<file path="src/rtl/_5bit_xor_stream_pkg.sv">
// Shared constants and FSM encoding for the handshaked 5-bit XOR stage.
package _5bit_xor_stream_pkg;

  localparam int WIDTH_DEF = 5;
  localparam int CNT_W_DEF = 8;

  typedef enum logic {
    EMPTY = 1'b0,
    FULL  = 1'b1
  } state_t;

endpackage

</file>
<file path="src/rtl/_5bit_xor_stream_xor.sv">
// Combinational XOR datapath; the width is parameterised so the wrapper can pass its package constant.
module _5bit_xor #(
  parameter int WIDTH = 5
) (
  output logic [WIDTH-1:0] sum,
  input  logic [WIDTH-1:0] a,
  input  logic [WIDTH-1:0] b
);

  assign sum = a ^ b;

endmodule

</file>
<file path="src/rtl/_5bit_xor_stream.sv">
// One-slot valid/ready pipeline stage around _5bit_xor, with parity of the held result
// and a running XOR checksum plus transfer count of every consumed result.
module _5bit_xor_stream
  import _5bit_xor_stream_pkg::*;
#(
  parameter int WIDTH = WIDTH_DEF,
  parameter int CNT_W = CNT_W_DEF
) (
  input  logic             clk,
  input  logic             reset,
  input  logic             clear,
  input  logic             in_valid,
  output logic             in_ready,
  input  logic [WIDTH-1:0] a,
  input  logic [WIDTH-1:0] b,
  output logic             out_valid,
  input  logic             out_ready,
  output logic [WIDTH-1:0] sum,
  output logic             parity,
  output logic [WIDTH-1:0] acc,
  output logic [CNT_W-1:0] count
);

  state_t           state;
  logic [WIDTH-1:0] xor_out;
  logic             in_xfer;
  logic             out_xfer;

  _5bit_xor #(.WIDTH(WIDTH)) u_xor (
    .sum (xor_out),
    .a   (a),
    .b   (b)
  );

  assign out_valid = (state == FULL);
  // The slot can refill in the same cycle it drains, giving one result per cycle.
  assign in_ready  = (state == EMPTY) | out_ready;
  assign in_xfer   = in_valid & in_ready;
  assign out_xfer  = out_valid & out_ready;
  assign parity    = ^sum;

  // NOTE: all state uses non-blocking assignments so every register samples
  // pre-edge values; blocking here would let acc see the freshly loaded sum.
  always_ff @(posedge clk or posedge reset) begin
    if (reset) begin
      state <= EMPTY;
      sum   <= '0;
      acc   <= '0;
      count <= '0;
    end else begin
      if (in_xfer) begin
        state <= FULL;
        sum   <= xor_out;
      end else if (out_xfer) begin
        state <= EMPTY;
      end

      // A clear wins over accumulation; the result is still consumed by the FSM above.
      if (clear) begin
        acc   <= '0;
        count <= '0;
      end else if (out_xfer) begin
        acc   <= acc ^ sum;
        count <= count + 1'b1;
      end
    end
  end

endmodule
</file>
<file path="config.mk">
export PLATFORM = sky130hd
export DESIGN_NAME = _5bit_xor_stream
export DESIGN_NICKNAME = d
export VERILOG_FILES = /design/src/rtl/_5bit_xor_stream_pkg.sv /design/src/rtl/_5bit_xor_stream_xor.sv /design/src/rtl/_5bit_xor_stream.sv
export SDC_FILE = /design/constraint.sdc
export NUM_CORES = 1
export LEC_CHECK = 0
export BUFFER_PORTS_ARGS = -buffer_cell sky130_fd_sc_hd__buf_4
export CORE_MARGIN = 2
export CORE_UTILIZATION = 45
export CTS_BUF_LIST = sky130_fd_sc_hd__clkbuf_2
export CTS_CLUSTER_SIZE = 16
export DETAILED_ROUTE_END_ITERATION = 8
export PLACE_DENSITY = 0.75
export SYNTH_ARGS = -nofsm -noshare
export SYNTH_HDL_FRONTEND = slang
export SYNTH_SLANG_ARGS = --single-unit
</file>
<file path="constraint.sdc">
create_clock -name clk -period 2.3 [get_ports clk]
set_input_delay 0.46 -clock clk [delete_from_list [all_inputs] [get_ports clk]]
set_output_delay 0.46 -clock clk [all_outputs]
set_load 0.02 [all_outputs]
</file>
==> results of run 1 <==
## stage by stage
step	area [um^2]	power [mW]	util (%)	hold slack, ns
final	1220	0.834	62.9	0.224
after global routing	1220	0.884	62.9	0.245
after CTS	1220	0.844	62.9	0.246
after detailed placement	1200	0.697	61.9	0.531
after global placement	1200	0.690	61.9	0.526
after floorplan	921	0.575	-	0.411
## placed cells by master (no fill, tap or decap)
cell      count
buf_4        35
dfrtp_1      19
xor2_1       11
nand3_1       8
nor2_1        7
a21oi_1       6
mux2_2        5
xnor2_1       5
nand2_1       4
o21ai_0       4
or3_1         4
inv_1         3
clkbuf_2      3
nand2b_1      2
nand4_2       2
o31ai_1       1
or4_1         1
ha_1          1
clkinv_2      1
## power breakdown
part	internal [mW]	switching (mW)	total, mW	leakage (nW)
clock network	0.0394	0.106	0.146	0.0164
registers	0.366	0.0370	0.403	0.247
logic	0.140	0.145	0.285	0.333
## Yosys cell counts, types with 3 or more instances
cell type / number
dfrtp_1: 19
xor2_1: 11
nand3_1: 8
nor2_1: 7
a21oi_1: 6
mux2_2: 5
xnor2_1: 5
nand2_1: 4
o21ai_0: 4
or3_1: 4
inv_1: 3
## layer usage
layer,wire length (um),up-vias
met3,150,5
met2,988,32
met5,0,-
met1,721,358
li1,-,362
met4,29,0
## critical path: stages (launching register included)
cell and delay (ns):
dfrtp_1 0.45, xnor2_1 0.23, xnor2_1 0.16, xnor2_1 0.14, buf_4 0.16
## flip-flops by register name, indices dropped and copies added (netlist names)
signal and flops:
count 8, acc 5, out_valid 1, sum 5
## worst paths after layout
| path | from | endpoint | slack [ns] | cells past startpoint |
|---|---|---|---|---|
| max in group asynchronous | reset | out_valid | 1.64 | 2 |
| min reg2reg | count[7] | count[7] | 0.56 | 2 |
| max | sum[2] | parity | 0.38 | 4 |
| min in group clk | in_valid | out_valid | 0.35 | 2 |
| min | reset | count[4] | 0.22 | 2 |
| max reg2reg | out_valid | count[7] | 0.85 | 3 |
## layout make-up
cell class	instances	area, um^2	area share, %
inverter	3	11.3	0.922
timing repair buffer	35	263	21.5
tap	27	33.8	2.77
clock buffer	3	15.0	1.23
sequential	19	475	38.9
clock inverter	1	5.00	0.410
multi-input combinational	61	418	34.2
## cell families (layout without fill, tap and decap cells)
logic type / after synthesis / in the layout / share of synthesized area [%]
AO/OA/AOI/OAI: 11 / 11 / 6.25
XOR/XNOR: 16 / 16 / 15.2
adder cells (fa/ha/maj): 1 / 1 / 1.36
buffers and inverters: 6 / 42 / 2.99
flip-flops: 19 / 19 / 51.6
multiplexers: 5 / 5 / 6.11
AND/OR/NAND/NOR: 28 / 28 / 16.4
==> flow_summary.rst, run 1 <==
.. list-table::
   :header-rows: 1

   * - Metric
     - Value
   * - Status
     - finished, final reports clean
   * - Post-DP HPWL
     - ~1.5 mm
   * - Crit path capture type
     - output pin
   * - Synthesis Warnings
     - 0
   * - Largest cells by area after synthesis
     - dfrtp_1, xor2_1, mux2_2
   * - Final max-slew violation count
     - 0
   * - Later-pin clock latency in the skew report
     - 0.32 ns
   * - Number of nets produced by synthesis
     - 102
   * - Cell area after synthesis
     - 921 um^2
   * - Detailed-route wire length
     - ~1.9 mm
   * - Clock-pin slew on the worst setup and hold paths
     - roughly 0.18 ns
   * - Initial Utilization
     - 47.4%
   * - Final sum of negative setup slack
     - 0 ns
   * - Final net count
     - 139
   * - IO Port Bufs
     - 35
   * - GP Congestion
     - 0.723
   * - All-Layer GR Usage
     - between 10% and 20%
   * - Transition time at the pin with the least slew margin
     - 0.698 ns
   * - Final worst path period share
     - 83.7%
   * - DIE AREA
     - 0.00242 mm^2
   * - # diodes
     - 0
   * - Post-cts hold buffer count
     - 0
   * - Pre-CTS setup slack
     - 0.762 ns
   * - Async set-or-reset flop fraction in the synthesized netlist
     - 100%
   * - Via count normalized by instance count
     - 5.08
   * - Min-delay worst type
     - in2async
   * - Overflow after GRT
     - 0
   * - Portion of the post-synthesis area used by sequential elements
     - 51.6%
   * - Crit path arrival time
     - 1.46 ns
   * - Antenna violations before repair
     - 0
   * - Die outline height
     - 49.2 um
   * - Flip-flop and latch count after synthesis
     - 19
   * - GR Util met1
     - slightly below 20%
   * - PwrDens
     - 683 mW/mm^2
   * - Post-CTS setup repair buffer count
     - 0
   * - Number of flops mapped to enable cells by yosys
     - 0
   * - Setup violations, final
     - 0
   * - GR met3 Demand/Resource
     - under 10%
   * - Filler Cells Inserted
     - 187
   * - Number of placed I/O pins
     - 36
   * - Global routing's busiest layer
     - met2
   * - Maximum level of the CTS H-tree
     - 1
   * - Tmin final
     - 1.92 ns
   * - Slew Limit Headroom
     - 53.4%
   * - Post-synth cell types
     - 19
   * - Area growth from synthesis to layout
     - 32.6%
   * - Count of nets left with antenna violations after detail routing
     - 0
   * - VDD IR max
     - between 0.0005 and 0.0006 V
   * - Maximum number of pins on one net before global-route repair
     - 20
   * - Kind of launch point of the worst setup path
     - register
   * - First-pass GRT wire length
     - 3.26 mm
   * - Placed instance count
     - 145
   * - Cell taking the most area after synthesis
     - dfrtp_1
   * - Synth top area share
     - between 50% and 60%
   * - Num Clock Sinks
     - 19
   * - Fraction of final layout cells sized beyond drive strength 1
     - a little under two fifths
   * - CTS Buffer Depth
     - 2
   * - Buffer cell driving the clock tree root
     - clkbuf_2
   * - GR Layer Usage met2
     - 31.1%
   * - Maximum operating frequency
     - 520 MHz
   * - Die Wd
     - 49.2 um
   * - Core Rows
     - 16
   * - Number of non-filler instances in the completed layout
     - between 100 and 150
   * - DRC violations left
     - 0
   * - Setup repair after global routing missed its margin
     - false
   * - Resized cells post-CTS
     - 0
   * - Max-capacitance violation count
     - 0
   * - Setup clock skew after layout
     - between 0.004 and 0.005 ns
   * - Violation count after the first detailed-routing iteration
     - 5
   * - Pleak
     - 0.597 nW
   * - Core Area
     - 0.00194 mm^2
   * - Commonest register cell after synthesis
     - dfrtp_1
   * - Clock tree from TritonCTS
     - yes
   * - Worst setup path category
     - reg2out
   * - First-pass detailed-route iteration total
     - 4
   * - Routed len/inst
     - 12.7 um
   * - Number of instances in the synthesized netlist
     - 86
   * - Number of buffers created by CTS
     - 3
   * - Number of global-route vias before repair
     - 789
   * - Required time reported for the critical path endpoint
     - about 1.8 ns
   * - Crit path setup slack, layout
     - 0.376 ns
   * - Mapped Avg Cell Area
     - 10.7 um^2
   * - Vias post-DR
     - 757
   * - Final-report hold violation count
     - 0
   * - CP Max Fanout
     - 4
No activity file was read; power rests on OpenSTA's default activity.
==> run 2: changes to the inputs <==
--- a/config.mk
+++ b/config.mk
@@ -5,13 +5,14 @@
 export SDC_FILE = /design/constraint.sdc
 export NUM_CORES = 1
 export LEC_CHECK = 0
+export ABC_AREA = 1
 export BUFFER_PORTS_ARGS = -buffer_cell sky130_fd_sc_hd__buf_4
 export CORE_MARGIN = 2
 export CORE_UTILIZATION = 45
 export CTS_BUF_LIST = sky130_fd_sc_hd__clkbuf_2
 export CTS_CLUSTER_SIZE = 16
 export DETAILED_ROUTE_END_ITERATION = 8
-export PLACE_DENSITY = 0.75
+export PLACE_DENSITY = 0.76
 export SYNTH_ARGS = -nofsm -noshare
 export SYNTH_HDL_FRONTEND = slang
 export SYNTH_SLANG_ARGS = --single-unit
==> constraint.sdc (replaced) <==
create_clock -name clk -period 1.7 [get_ports clk]
set_input_delay 0.34 -clock clk [delete_from_list [all_inputs] [get_ports clk]]
set_output_delay 0.34 -clock clk [all_outputs]
set_load 0.02 [all_outputs]
==> flow_summary.rst, run 2 <==
.. list-table::
   :header-rows: 1

   * - Metric
     - Value
   * - Status
     - finished, final reports clean
   * - Via count normalized by instance count
     - 4.88 (-3.9%)
   * - Sum of met3 wire segment lengths after detailed routing
     - 117 um (-22%)
   * - Number of buffers created by CTS
     - 3 (unchanged)
   * - Most common cell after layout, fill and taps aside
     - buf_4
   * - All-Layer GR Usage
     - 18.4% (+0.80 points)
   * - Cell area after synthesis
     - 0.00103 mm^2 (+12%)
   * - Timing startpoint of the critical path
     - sum[4]
   * - Num Clock Sinks
     - 19 (unchanged)
   * - Number of global-route vias before repair
     - 890 (+13%)
   * - Kind of launch point of the worst setup path
     - register
   * - Vias post-DR
     - 1011 (+34%)
   * - Total met2 wirelength after detailed routing
     - 1.17 mm (+18%)
   * - Filler Cells Inserted
     - 214 (+14%)
   * - Largest stage delay on the critical path
     - 0.45 ns (about the same)
   * - Post-DP HPWL
     - 1.70 mm (+16%)
   * - RR Startpoint
     - out_valid
   * - Max-capacitance violation count
     - 0 (unchanged)
   * - Initial Utilization
     - 47.2% (-0.25 points)
   * - Most common cell in the netlist
     - nand2_1
   * - Ordered cell list for the critical path
     - inv_2 -> nand2_2 -> nand2_2 -> nand2_2 -> nand3b_1 -> nand2_1 -> buf_6
   * - Maximum operating frequency
     - 602 MHz
   * - Mapped Avg Cell Area
     - 7.49 um^2 (-30%)
   * - Register bank with the most flops
     - count
   * - Pleak
     - 0.727 nW (+22%)
   * - PwrDens
     - 774 mW/mm^2 (+13%)
   * - Min-delay worst type
     - in2async
   * - Number of flops mapped to enable cells by yosys
     - 0 (unchanged)
   * - Worst setup path category
     - reg2out
   * - Clock-pin slew on the worst setup and hold paths
     - 0.18 ns (about the same)
   * - Die outline height
     - 51.9 um (+5.5%)
   * - Maximum level of the CTS H-tree
     - 1 (unchanged)
   * - CP Max Fanout
     - 4 (unchanged)
   * - Number of non-filler instances in the completed layout
     - 207 (+39%)
   * - Tmin final
     - between 1.5 and 2 ns
   * - Violation count after the first detailed-routing iteration
     - 19 (+14)
   * - Count of nets left with antenna violations after detail routing
     - 0 (unchanged)
   * - IO Port Bufs
     - 35 (unchanged)
   * - Die Wd
     - 51.9 um (+5.5%)
   * - Number of nets produced by synthesis
     - 154 (+51%)
   * - Detailed-route wire length
     - 2.26 mm (+19%)
   * - Placed instance count
     - 201 (+39%)
   * - Final net count
     - 196 (+41%)
   * - Met1 Routed Length
     - 947 um (+31%)
   * - Transition time at the pin with the least slew margin
     - 0.367 ns (-0.331 ns)
   * - Clock tree from TritonCTS
     - yes
   * - Final max-slew violation count
     - 0 (unchanged)
   * - Setup repair after global routing missed its margin
     - true
   * - # diodes
     - 0 (unchanged)
   * - Worst Reg2Reg Path Length in Cells
     - 5 (+2)
   * - Final worst path period share
     - approximately 100%
   * - Async set-or-reset flop fraction in the synthesized netlist
     - 100% (unchanged)
   * - Flip-flop and latch count after synthesis
     - 19 (unchanged)
   * - Pre-CTS setup slack
     - 0.362 ns (-0.400 ns)
   * - Later-pin clock latency in the skew report
     - 0.31 ns (about the same)
   * - GP Congestion
     - 0.732 (+1.1%)
   * - Required time reported for the critical path endpoint
     - 1.36 ns (-0.48 ns)
   * - Synth top cells by count
     - nand2_1, inv_1, dfrtp_1
   * - Flip-flop count of the largest register after layout
     - 8 (unchanged)
   * - Cell taking the most area after synthesis
     - dfrtp_1
   * - Overflow after GRT
     - 0 (unchanged)
   * - Post-synth cell types
     - 18 (-1)
   * - End of the worst register-to-register path
     - count[4]
   * - Final-report hold violation count
     - 0 (unchanged)
   * - Top metal layer carrying routed signals
     - met4
   * - Largest cells by area after synthesis
     - dfrtp_1, nand2_1, inv_1
   * - DIE AREA
     - 0.00270 mm^2 (+11%)
   * - Maximum number of pins on one net before global-route repair
     - 20 (unchanged)
   * - Area after DPL
     - 0.00133 mm^2 (+11%)
   * - Routed len/inst
     - 10.9 um (-14%)
   * - Fraction of final layout cells sized beyond drive strength 1
     - 31.8% (-5.9 points)
   * - Core Rows
     - 17 (+1)
   * - Crit path arrival time
     - 1.32 ns (-0.14 ns)
   * - Final sum of negative setup slack
     - 0 ns (unchanged)
   * - Buffer cell driving the clock tree root
     - clkbuf_2
   * - Crit path capture type
     - output pin
   * - CP endpoint
     - parity
   * - Slew Limit Headroom
     - 75.6% (+22 points)
   * - Number of instances in the synthesized netlist
     - 138 (+60%)
   * - DRC violations left
     - 0 (unchanged)
   * - Setup violations, final
     - 0 (unchanged)
   * - First-pass GRT wire length
     - 3.72 mm (+14%)
   * - Registers with the highest flip-flop counts
     - count: 8 flops, acc: 5 flops, sum: 5 flops
   * - Antenna violations before repair
     - 0 (unchanged)
   * - First-pass detailed-route iteration total
     - 4 (unchanged)
   * - Worst-case register-to-register setup slack
     - 0.41 ns (-0.44 ns)
   * - Total non-filler cell area in the finished layout
     - 0.00138 mm^2 (+13%)
   * - Top library cells by usage in the layout, fill and taps aside
     - buf_4, nand2_1, inv_1
   * - Synthesis Warnings
     - 0 (unchanged)
   * - Core Area
     - 0.00219 mm^2 (+13%)
   * - Portion of the post-synthesis area used by sequential elements
     - 46.0% (-5.6 points)
   * - Number of placed I/O pins
     - 36 (unchanged)
   * - Commonest register cell after synthesis
     - dfrtp_1
   * - Area growth from synthesis to layout
     - 33.9%
   * - Setup clock skew after layout
     - 0.00876 ns (+0.00450 ns)
   * - Most Frequent Cell on Critical Path
     - nand2_2
   * - CTS Buffer Depth
     - 2 (unchanged)
   * - Synth top area share
     - 46.0% (-5.6 points)
   * - VDD IR max
     - 0.000551 V (+1.6%)
   * - Crit path setup slack, layout
     - 0.0382 ns (-0.338 ns)
   * - Library cell contributing the largest single delay on the critical path
     - dfrtp_1
[run 2: cell count changes after synthesis, sizes merged, moves of 6 or more]
cell   before  now
nor2        7   16
inv         3   24
nand2       4   34
o21ai       4   14
nor3        0    6
xor2       11    5
[run 2: critical path: cells and delay by family, from the launching register on]
family                 cells  cell delay (ns)
buffers and inverters      2             0.23
flip-flops                 1             0.45
AND/OR/NAND/NOR            5             0.34
[run 2: area by class of cell]
cell class                      instances  area (um^2)  share of cell area (%)
Clock buffer                            4         20.0                    1.45
Tap cell                               28         35.0                    2.53
Inverter                               24         90.1                    6.51
Multi-Input combinational cell         93          467                    33.7
Timing Repair Buffer                   39          297                    21.4
Sequential cell                        19          475                    34.4
[run 2: power breakdown]
group          switching [mW]  internal [mW]  total, mW
combinational           0.200          0.154      0.354
sequential             0.0321          0.486      0.518
clock                   0.137         0.0623      0.199
total                   0.369          0.703       1.07
[run 2: cell families (layout without fill, tap and decap cells)]
group | count (synthesis) | count (layout) | synth area share (%)
compound gates | 18 | 18 | 9.81
xor+xnor | 6 | 6 | 5.08
fa+ha+maj | 1 | 1 | 1.21
buf+inv | 26 | 67 | 10.5
flops | 19 | 19 | 46.0
simple gates | 68 | 68 | 27.4
[run 2: layer usage]
| layer | track usage (%) | up-vias |
|---|---|---|
| met5 | 0 | - |
| met4 | 5.26 | 0 |
| met3 | 4.31 | 2 |
| met2 | 32.1 | 30 |
| met1 | 22.5 | 468 |
| li1 | - | 511 |
[run 2: how the worst min path moves through the flow]
stage / cells past startpoint / slack [ns] / startpoint / endpoint
detailed placement: 3 / 0.38 / reset / count[7]
global route: 3 / 0.02 / reset / sum[1]
global placement: 3 / 0.38 / reset / count[7]
finish: 3 / 0.02 / reset / sum[1]
CTS: 3 / 0.02 / reset / count[7]
floorplan: 1 / 0.29 / reset / acc[0]
[run 2: per-stage QoR]
step,hold WS (ns),total power [mW],util [%]
6_report,0.0224,1.07,63.2
5_1_grt,0.0236,1.14,63.2
4_1_cts,0.0179,1.04,61.5
3_5_place_dp,0.383,0.844,60.6
3_3_place_gp,0.381,0.832,60.6
2_1_floorplan,0.291,0.711,-
[run 2: timing repair]
action,in CTS,in global routing
pin swaps,0,2
hold buffers,0,0
buffers inserted,0,2
setup endpoints to repair,1,1
gates resized for setup,1,9
gates cloned,0,0
==> run 3: changes to the inputs <==
--- a/config.mk
+++ b/config.mk
@@ -15,4 +15,5 @@
 export PLACE_DENSITY = 0.76
 export SYNTH_ARGS = -nofsm -noshare
 export SYNTH_HDL_FRONTEND = slang
+export SYNTH_HIERARCHICAL = 1
 export SYNTH_SLANG_ARGS = --single-unit
==> flow_summary.rst, run 3 <==
.. list-table::
   :header-rows: 1

   * - Metric
     - Value
   * - Area growth from synthesis to layout
     - 35.2%
   * - All-Layer GR Usage
     - 19.1% (+0.64 points)
   * - Routed len/inst
     - 10.7 um (-2.0%)
   * - Number of instances in the synthesized netlist
     - 135 (-2.2%)
   * - IO Port Bufs
     - 35 (unchanged)
   * - Slew Limit Headroom
     - 76.3% (+0.72 points)
   * - Number of buffers created by CTS
     - 3 (unchanged)
   * - Kind of launch point of the worst setup path
     - register
   * - Number of flops mapped to enable cells by yosys
     - 0 (unchanged)
   * - Die Wd
     - 51.4 um (-0.96%)
   * - Die outline height
     - 51.4 um (-0.96%)
   * - Violations in the final reports
     - negative setup slack
   * - Register bank with the most flops
     - count
   * - Maximum number of pins on one net before global-route repair
     - 20 (unchanged)
   * - Cell taking the most area after synthesis
     - dfrtp_1
   * - GP Congestion
     - 0.780 (+6.6%)
   * - Most common cell in the netlist
     - nand2_1
   * - Internal
     - 0.712 mW (+1.4%)
   * - Placed instance count
     - 197 (-2.0%)
   * - Tmin final
     - 1.74 ns (+0.0765 ns)
   * - Portion of total power attributed to combinational logic
     - 33.8% (+0.7 points)
   * - Ordered cell list for the critical path
     - inv_2 -> nand2_2 -> nand2_1 -> nand2_1 -> nand2_1 -> xor2_1 -> buf_4
   * - # diodes
     - 0 (unchanged)
   * - Required time reported for the critical path endpoint
     - 1.36 ns (about the same)
   * - Number of nets produced by synthesis
     - 151 (-1.9%)
   * - Detailed-route wire length
     - 2.21 mm (-2.0%)
   * - Post-cts hold buffer count
     - 0 (unchanged)
   * - Setup clock skew after layout
     - 0.00157 ns (-0.00720 ns)
   * - Switching pwr
     - 0.369 mW (about the same)
   * - Via count normalized by instance count
     - 4.78 (-2.2%)
   * - Most Frequent Cell on Critical Path
     - nand2_1
   * - Portion of the post-synthesis area used by sequential elements
     - 47.0% (+0.97 points)
   * - Post-DP HPWL
     - 1.59 mm (-6.8%)
   * - Num Clock Sinks
     - 19 (unchanged)
   * - Initial Utilization
     - 46.7% (-0.52 points)
   * - Filler Cells Inserted
     - 189 (-12%)
   * - Clock-pin slew on the worst setup and hold paths
     - 0.17 ns (about the same)
   * - Final net count
     - 196 (unchanged)
   * - Mapped Avg Cell Area
     - 7.50 um^2 (+0.12%)
   * - VDD IR max
     - 0.000530 V (-3.8%)
   * - First-pass GRT wire length
     - 3.82 mm (+2.8%)
   * - Antenna violations before repair
     - 0 (unchanged)
   * - Commonest register cell after synthesis
     - dfrtp_1
   * - Async set-or-reset flop fraction in the synthesized netlist
     - 100% (unchanged)
   * - Flip-flop count of the largest register after layout
     - 8 (unchanged)
   * - Final-report hold violation count
     - 0 (unchanged)
   * - Worst setup path category
     - reg2out
   * - Min-delay worst type
     - in2async
   * - Synth top cells by count
     - nand2_1, inv_1, dfrtp_1
   * - Fraction of final layout cells sized beyond drive strength 1
     - 29.1% (-2.8 points)
   * - Number of non-filler instances in the completed layout
     - 207 (unchanged)
   * - Setup violations, final
     - 1 (+1)
   * - Crit path capture type
     - output pin
   * - Crit path setup slack, layout
     - -0.0382 ns (-0.0765 ns)
   * - Status
     - finished, violations left
   * - CTS Buffer Depth
     - 2 (unchanged)
   * - Pre-CTS setup slack
     - 0.283 ns (-0.0798 ns)
   * - Crit path arrival time
     - 1.40 ns (+0.08 ns)
   * - Most common cell after layout, fill and taps aside
     - buf_4
   * - Number of placed I/O pins
     - 36 (unchanged)
   * - Core Rows
     - 17 (unchanged)
   * - Sequential cell fraction of total power
     - 48.3% (about the same)
   * - Registers with the highest flip-flop counts
     - count: 8 flops, acc: 5 flops, sum: 5 flops
   * - Hold slack
     - 0.0332 ns (+0.0108 ns)
   * - First-pass detailed-route iteration total
     - 4 (unchanged)
   * - Power share of the clock group
     - 17.9% (-0.7 points)
   * - Violation count after the first detailed-routing iteration
     - 12 (-7)
   * - Largest cells by area after synthesis
     - dfrtp_1, nand2_1, inv_1
   * - Maximum operating frequency
     - 575 MHz (-4.4%)
   * - Synth top area share
     - 47.0% (+0.97 points)
   * - Flip-flop and latch count after synthesis
     - 19 (unchanged)
   * - Switching share of power
     - 34.1% (-0.33 points)
   * - Overflow after GRT
     - 0 (unchanged)
   * - Number of global-route vias before repair
     - 921 (+3.5%)
   * - Synthesis Warnings
     - 6 (+6)
   * - Pleak
     - 0.770 nW (+6.0%)
   * - Final max-slew violation count
     - 0 (unchanged)
   * - DRC violations left
     - 0 (unchanged)
   * - Buffer cell driving the clock tree root
     - clkbuf_2
   * - Max-capacitance violation count
     - 0 (unchanged)
   * - Final worst path period share
     - 102% (+4.5 points)
   * - Core Area
     - 0.00217 mm^2 (-0.97%)
   * - PwrDens
     - 790 mW/mm^2 (+2.0%)
   * - Vias post-DR
     - 989 (-2.2%)
   * - CP Max Fanout
     - 3 (-1)
   * - Post-synth cell types
     - 18 (unchanged)
   * - Cell area after synthesis
     - 0.00101 mm^2 (-2.1%)
   * - Later-pin clock latency in the skew report
     - 0.29 ns (-0.02 ns)
   * - Worst Reg2Reg Path Length in Cells
     - 5 (unchanged)
   * - Transition time at the pin with the least slew margin
     - 0.355 ns (-0.0116 ns)
   * - DIE AREA
     - 0.00264 mm^2 (-1.9%)
   * - Setup repair after global routing missed its margin
     - true
   * - Clock tree from TritonCTS
     - yes
   * - Maximum level of the CTS H-tree
     - 1 (unchanged)
   * - Count of nets left with antenna violations after detail routing
     - 0 (unchanged)
   * - Final sum of negative setup slack
     - -0.0382 ns (-0.0382 ns)
   * - Library cell contributing the largest single delay on the critical path
     - dfrtp_1
   * - Top library cells by usage in the layout, fill and taps aside
     - buf_4, nand2_1, inv_1
   * - Largest stage delay on the critical path
     - 0.44 ns (about the same)
-- run 3: cell count changes after synthesis, sizes merged, moves of 3 or more --
cell / delta
nand2: +7
o21bai: +5
nor3: -6
nor2: -4
a21oi: +8
a31oi: +5
o21ai: -10
nand3: -6
xor2: -3
-- run 3: worst paths after layout --
kind                               start  endpoint  slack (ns)
worst max register to register  count[1]  count[6]        0.48
worst max-delay path              sum[4]    parity       -0.04
worst min register to register    acc[3]    acc[3]        0.50
min in group clk                   clear  count[1]        0.17
max in group asynchronous          reset    acc[3]        1.47
worst min-delay path               reset  count[7]        0.03
-- run 3: power by group through the flow --
stage,Clock (mW),Sequential (mW),Combinational [mW]
finish,0.194,0.522,0.365
global route,0.217,0.528,0.401
CTS,0.205,0.522,0.354
detailed placement,0,0.531,0.328
global placement,0,0.528,0.319
floorplan,0,0.571,0.146
-- run 3: area by class of cell --
| type | count | area [um^2] | share of cell area, % |
|---|---|---|---|
| Sequential cell | 19 | 475 | 34.7 |
| Multi-Input combinational cell | 89 | 429 | 31.4 |
| Timing Repair Buffer | 42 | 315 | 23.0 |
| Clock buffer | 4 | 20.0 | 1.46 |
| Tap cell | 28 | 35.0 | 2.56 |
| Inverter | 25 | 93.8 | 6.86 |
-- run 3: cell families (layout without fill, tap and decap cells) --
logic type	Yosys count	in the layout	synth area share (%)
AND/OR/NAND/NOR	60	60	24.5
adder cells (fa/ha/maj)	1	1	1.24
buffers and inverters	27	71	10.9
XOR/XNOR	2	2	1.73
AO/OA/AOI/OAI	26	26	14.7
flip-flops	19	19	47.0
-- run 3: through the flow --
step                area [um^2]  power, mW  util (%)
floorplan                  1010      0.717         -
global placement           1300      0.847      60.0
detailed placement         1300      0.858      60.0
CTS                        1350       1.08      62.4
global route               1370       1.15      63.1
finish                     1370       1.08      63.1
-- run 3: timing repair --
item                                    4_1_cts  5_1_grt
setup buffers                                 4        2
endpoints found under the setup margin        1        1
cloned                                        0        0
gates resized for setup                       3        0
endpoints found under the hold margin         0        0
-- run 3: critical path, delay by kind of cell, from the launching register on --
kind          cells  cell delay (ns)
flops             1             0.44
simple gates      4             0.22
buf+inv           2             0.25
xor+xnor          1             0.19
-- run 3: routing by layer --
| metal | up-vias | wire, um | GRT usage, % |
|---|---|---|---|
| met1 | 446 | 922 | 22.8 |
| met3 | 2 | 177 | 4.97 |
| li1 | 509 | - | - |
| met2 | 32 | 1100 | 32.5 |
| met4 | 0 | 13 | 7.46 |
| met5 | - | 0 | 0 |
